## config.mk

```make
export PLATFORM = sky130hd
export DESIGN_NAME = iter_mdu
export DESIGN_NICKNAME = d
export VERILOG_FILES = /design/src/rtl/iter_mdu.sv
export SDC_FILE = /design/constraint.sdc
export NUM_CORES = 2
export LEC_CHECK = 0
export ABC_AREA = 1
export ABC_CLOCK_PERIOD_IN_PS = 32700
export CAP_MARGIN = 20
export CORE_MARGIN = 2
export CORE_UTILIZATION = 35
export DETAILED_ROUTE_END_ITERATION = 6
export PLACE_DENSITY = 0.55
export SETUP_SLACK_MARGIN = 0.4
export SLEW_MARGIN = 20
export SYNTH_ARGS = -nofsm -noshare
export SYNTH_HDL_FRONTEND = slang
export SYNTH_SLANG_ARGS = --single-unit
```

## constraint.sdc

```tcl
create_clock -name clock -period 32.7 [get_ports clock]
set_clock_uncertainty 0.05 [all_clocks]
set_input_delay 4.905 -clock clock [delete_from_list [all_inputs] [get_ports clock]]
set_output_delay 4.905 -clock clock [all_outputs]
set_load 0.005 [all_outputs]
```

## src/rtl/iter_mdu.sv

```systemverilog
// Multi-cycle RISC-V M-extension unit: shift-add multiplier and restoring divider sharing one adder.
// Define ITER_MDU_WORD_EN to add the RV64 word operations (MULW, DIVW, DIVUW, REMW, REMUW).
module iter_mdu #(
    parameter int XLEN = 64
) (
    input  logic            clock,
    input  logic            reset,
    input  logic            flush,
    input  logic            in_valid,
    output logic            in_ready,
    input  logic [3:0]      op,
    input  logic [XLEN-1:0] src1,
    input  logic [XLEN-1:0] src2,
    output logic            out_valid,
    input  logic            out_ready,
    output logic [XLEN-1:0] result
);
    localparam int CW = $clog2(XLEN + 1);

    typedef enum logic [1:0] {IDLE, CALC, DONE} state_t;

    state_t            state;
    logic [CW-1:0]     count;
    logic              is_mul, hi_sel, rem_sel, neg;
    logic [2*XLEN-1:0] acc, mc;
    logic [XLEN-1:0]   mq;

    logic [2:0]        f3;
    logic              w_op, w_ok;
    logic [XLEN-1:0]   a_x, b_x, min_val, m1, m2, spec_res;
    logic              s1_signed, s2_signed, n1, n2, div_zero, ovf, undef, special;

    assign f3       = op[2:0];
    assign in_ready = (state == IDLE) && !flush && !reset;

`ifdef ITER_MDU_WORD_EN
    logic word;
    assign w_op = op[3];
    assign w_ok = (f3 == 3'd0) || f3[2];

    function automatic logic [XLEN-1:0] sext32(input logic [XLEN-1:0] v);
        return XLEN'($signed(v[31:0]));
    endfunction
`else
    assign w_op = 1'b0;
    assign w_ok = 1'b0;
`endif

    // Request decode: operand extension, magnitudes and the special cases that skip iteration.
    always_comb begin
        // NOTE: every combinational output gets a default first so no path can infer a latch.
        a_x     = src1;
        b_x     = src2;
        min_val = {1'b1, {(XLEN-1){1'b0}}};
`ifdef ITER_MDU_WORD_EN
        if (w_op) begin
            if (f3[0]) begin
                a_x = XLEN'(src1[31:0]);
                b_x = XLEN'(src2[31:0]);
            end else begin
                a_x = XLEN'($signed(src1[31:0]));
                b_x = XLEN'($signed(src2[31:0]));
            end
            min_val = {{(XLEN-31){1'b1}}, 31'b0};
        end
`endif
        s1_signed = (f3 == 3'd1) || (f3 == 3'd2) || (f3 == 3'd4) || (f3 == 3'd6);
        s2_signed = (f3 == 3'd1) || (f3 == 3'd4) || (f3 == 3'd6);
        n1        = s1_signed && a_x[XLEN-1];
        n2        = s2_signed && b_x[XLEN-1];
        m1        = n1 ? -a_x : a_x;
        m2        = n2 ? -b_x : b_x;

        undef    = op[3] && !w_ok;
        div_zero = f3[2] && (b_x == '0);
        ovf      = ((f3 == 3'd4) || (f3 == 3'd6)) && (a_x == min_val) && (&b_x);
        special  = undef || div_zero || ovf;

        if (undef)         spec_res = '0;
        else if (div_zero) spec_res = f3[1] ? a_x : '1;
        else               spec_res = f3[1] ? '0 : a_x;
`ifdef ITER_MDU_WORD_EN
        if (w_op) spec_res = sext32(spec_res);
`endif
    end

    // Shared iteration step: accumulate for multiply, trial-subtract for divide.
    logic [2*XLEN-1:0] add_a, add_b, sum, acc_nxt, raw, fixed;
    logic [XLEN-1:0]   mq_nxt, pick, fin;

    always_comb begin
        add_a = is_mul ? acc : {{(XLEN-1){1'b0}}, acc[XLEN-1:0], mq[XLEN-1]};
        add_b = is_mul ? mc : ~mc;
        sum   = add_a + add_b + {{(2*XLEN-1){1'b0}}, ~is_mul};
        if (is_mul) begin
            acc_nxt = mq[0] ? sum : acc;
            mq_nxt  = mq >> 1;
        end else begin
            acc_nxt = sum[2*XLEN-1] ? add_a : sum;
            mq_nxt  = {mq[XLEN-2:0], ~sum[2*XLEN-1]};
        end

        if (is_mul)       raw = acc_nxt;
        else if (rem_sel) raw = {{XLEN{1'b0}}, acc_nxt[XLEN-1:0]};
        else              raw = {{XLEN{1'b0}}, mq_nxt};
        fixed = neg ? -raw : raw;
        pick  = hi_sel ? fixed[2*XLEN-1:XLEN] : fixed[XLEN-1:0];
        fin   = pick;
`ifdef ITER_MDU_WORD_EN
        if (word) fin = sext32(pick);
`endif
    end

    always_ff @(posedge clock) begin
        if (reset) begin
            state     <= IDLE;
            result    <= '0;
            out_valid <= 1'b0;
            count     <= '0;
        end else if (flush) begin
            state     <= IDLE;
            out_valid <= 1'b0;
        end else begin
            case (state)
                IDLE: if (in_valid) begin
                    if (special) begin
                        result    <= spec_res;
                        out_valid <= 1'b1;
                        state     <= DONE;
                    end else begin
                        count <= w_op ? CW'(32) : CW'(XLEN);
                        state <= CALC;
                    end
                end
                CALC: begin
                    count <= count - 1'b1;
                    if (count == CW'(1)) begin
                        result    <= fin;
                        out_valid <= 1'b1;
                        state     <= DONE;
                    end
                end
                DONE: if (out_ready) begin
                    out_valid <= 1'b0;
                    state     <= IDLE;
                end
                default: state <= IDLE;
            endcase
        end
    end

    // NOTE: datapath registers carry no reset; they are always loaded on accept before being read.
    always_ff @(posedge clock) begin
        if (state == IDLE && in_valid) begin
            is_mul  <= !f3[2];
            hi_sel  <= !f3[2] && (f3 != 3'd0);
            rem_sel <= f3[1];
            neg     <= (f3[2] && f3[1]) ? n1 : (n1 ^ n2);
            acc     <= '0;
            if (!f3[2]) begin
                mc <= {{XLEN{1'b0}}, m1};
                mq <= m2;
            end else begin
                mc <= {{XLEN{1'b0}}, m2};
                mq <= w_op ? (m1 << (XLEN - 32)) : m1;
            end
`ifdef ITER_MDU_WORD_EN
            word <= w_op;
`endif
        end else if (state == CALC) begin
            acc <= acc_nxt;
            mq  <= mq_nxt;
            if (is_mul) mc <= mc << 1;
        end
    end

endmodule
```

==> impl_metrics.py <==
metrics = {
    "cts": {
        "post_cts_buffers": 0,
        "clock_path_buffers": 3,
        "cts_resized": 0,
        "cts_sinks": 398,
        "h-tree-depth": 2,
        "cts_buffers": 55,
        "cts_hold_buffers": 0,
        "root_buffer": "clkbuf_16",
        "cts_tree": "yes",
        "clkSlewWorstSetupHoldPaths_ns": 0.06,
        "clkLatencyLatePin_ns": 0.73,
    },
    "sta": {
        "drv_slew": 0,
        "hold_viol": 0,
        "slew-limit-headroom_pct": 23.5,
        "finalCriticalPeriod_ns": 11.25,
        "worst_pin_slew_ns": 1.14,
        "period_share_pct": 34.4,
        "tns_ns": 0,
        "clock.fmax_ghz": 0.0889,
        "grt_setup_unrepaired": "false",
        "finalSetupViolCount": 0,
    },
    "setup_path": {
        "crit_required_ns": 27.74,
        "path_buf_inv": 2,
        "cpLargestDelayFamily": "buffers and inverters",
        "crit_type": "in -> out",
        "max_stage_delay_ns": 0.50,
        "start_kind": "input pin",
        "end_kind": "primary output",
        "cp_common_cell": "clkdlybuf4s50_1",
        "cpMaxStageDelayCell": "clkdlybuf4s50_1",
        "path_cells": "clkdlybuf4s50_1, or2_2, nor2_1, clkdlybuf4s50_1",
        "arrival_ns": 6.29,
        "crit_start": "flush",
        "crit_fanout": 4,
        "rr_startpoint": "is_mul",
    },
    "cells_and_area": {
        "nNetsFinal": 7890,
        "drive_gt1_share_pct": 4.66,
        "fillers": 14200,
        "fin_cells": 9334,
        "syn_to_final_growth_pct": 11.1,
    },
    "power": {
        "vdd_drop_max_v": 0.0000424,
        "powerDensity_mw_per_mm2": 54.7,
        "power.leakage_nw": 21.6,
    },
    "floorplanning": {
        "start_util_pct": 35.3,
        "ios": 203,
        "core_area_mm2": 0.128,
        "rows": 131,
        "fp.dieW_um": 363,
        "die_y_um": 363,
        "die_area_mm2": 0.132,
    },
    "logic_synthesis": {
        "synth_edf_count": 196,
        "synth_commonest_cells": "nand2_1 (1926), inv_1 (961), nor2_1 (867)",
        "post_synth_num_cell_types": 66,
        "syn-num-nets": 7917,
        "synth_ff_type": "dfxtp_1",
        "netlist_area_mm2": 0.0451,
        "synth_top_area_share_pct": 16.0,
        "synth_seq_cells": 398,
        "synth_top_cells_by_area": "nand2_1 (16%), edfxtp_1 (13%), dfxtp_1 (9.0%)",
        "avgSynthCellArea_um2": 5.89,
        "synth_top_area_cell": "nand2_1",
        "ys_seq_area_share_pct": 22.0,
        "yosysMostFrequentCell": "nand2_1",
        "netlist_instances": 7647,
        "yosys_warnings": 0,
        "synthArstFlopShare_pct": 0,
    },
    "detailed_routing": {
        "dr.pass1.iters": 7,
        "wl_per_cell_um": 24.5,
        "dr_total_vias": 52500,
        "drtIter0Drc": 6916,
        "via_per_inst": 5.62,
        "route.detailed.drc": 0,
        "drtAntennaViolNets": 0,
        "wl_um": 228000,
    },
    "grt": {
        "grt.overflow.total": 0,
        "grt_max_degree": 193,
        "grt_pass1_vias": 48100,
        "grt_pass1_wl_um": 326000,
        "grt_usage_pct": 33.4,
        "grt_antenna_before_repair": 6,
    },
    "run": {
        "cap_viol_max_count": 0,
    },
    "placed_design": {
        "portBuffers": 202,
        "place_hpwl_um": 183000,
        "gp_congestion": 1.05,
        "dp_cells": 9225,
    },
    "hold_path": {
        "min_path_type": "reg -> reg",
        "min-delay-start": "out_valid",
    },
    "run_status": {
        "status": "finished clean",
    },
}
-- layer usage --
metal	routed length, um	GRT usage [%]	vias up
li1	-	-	25100
met1	97700	45.5	24200
met2	94700	49.6	2690
met3	21300	5.97	451
met4	14600	18.4	8
met5	52	0	-
-- worst min-delay path: stages (launching register included) --
cell and delay [ns]:
dfxtp_1 0.32, nand2_1 0.07, a21oi_1 0.05
-- final timing paths --
kind | to | slack [ns] | cells past startpoint
max | in_ready | 21.45 | 4
min | out_valid | 0.43 | 2
max reg2reg | result[8] | 22.57 | 35
min reg2reg | out_valid | 0.43 | 2
-- layout by cell type, fill, tap and decap left out, types with 29 or more instances in the layout --
cell type / n
nand2_1: 1925
inv_1: 957
nor2_1: 864
o21ai_0: 761
a21oi_1: 622
nand3_1: 449
dfxtp_1: 202
clkdlybuf4s50_1: 201
xnor2_1: 196
edfxtp_1: 196
o211ai_1: 150
ha_1: 132
xor2_1: 131
nor3_1: 103
nand4_1: 83
a31oi_1: 82
clkbuf_16: 55
buf_4: 52
nor2_2: 51
nand2_2: 38
nor4_1: 37
or2_2: 35
inv_2: 32
nand3b_1: 29
-- metrics by stage --
step           area (um2)  hold slack [ns]  utilization (%)  setup slack [ns]  total power [mW]
2_1_floorplan       45100            0.402                -             21.34              1.52
3_3_place_gp        48100            0.402             37.7             21.44              2.03
5_1_grt             50000            0.448             39.2             21.37              2.87
4_1_cts             50000            0.430             39.2             21.44              2.70
3_5_place_dp        48100            0.420             37.7             21.44              2.04
6_report            50000            0.432             39.2             21.45              2.74
-- state kept, by name, summed over array words and instances, names as in the netlist --
signal and count:
rem_sel 1, out_valid 1, mq 64, neg 1, result 64, count 7
is_mul 1, hi_sel 1, state 2, mc 128, acc 128
-- where the power goes --
group / internal [mW] / switching [mW] / total (mW)
sequential: 0.600 / 0.0448 / 0.645
combinational: 0.387 / 1.05 / 1.44
clock: 0.372 / 0.282 / 0.654
-- cell families after synthesis --
group                      Yosys count  share of synthesized area [%]
AOI/OAI and AO/OA                 1766                           21.4
xor gates and xnor gates           327                           6.36
and+or+nand+nor                   3689                           34.8
DFF                                398                           22.0
buffers and inverters             1334                           11.7
adders and majority gates          133                           3.71
-- area by class of cell --
type                    instances  area, um2  share of cell area (%)
diodes                          5       12.5                  0.0250
clock buffers                  66       1470                    2.93
clock inverters                38        449                   0.898
inverters                     995       3740                    7.48
multi-input cells            5915      29900                    59.8
flip-flops and latches        398       9930                    19.8
well taps                    1662       2080                    4.16
repair buffers                255       2430                    4.86
No activity file was read; power rests on OpenSTA's default activity.
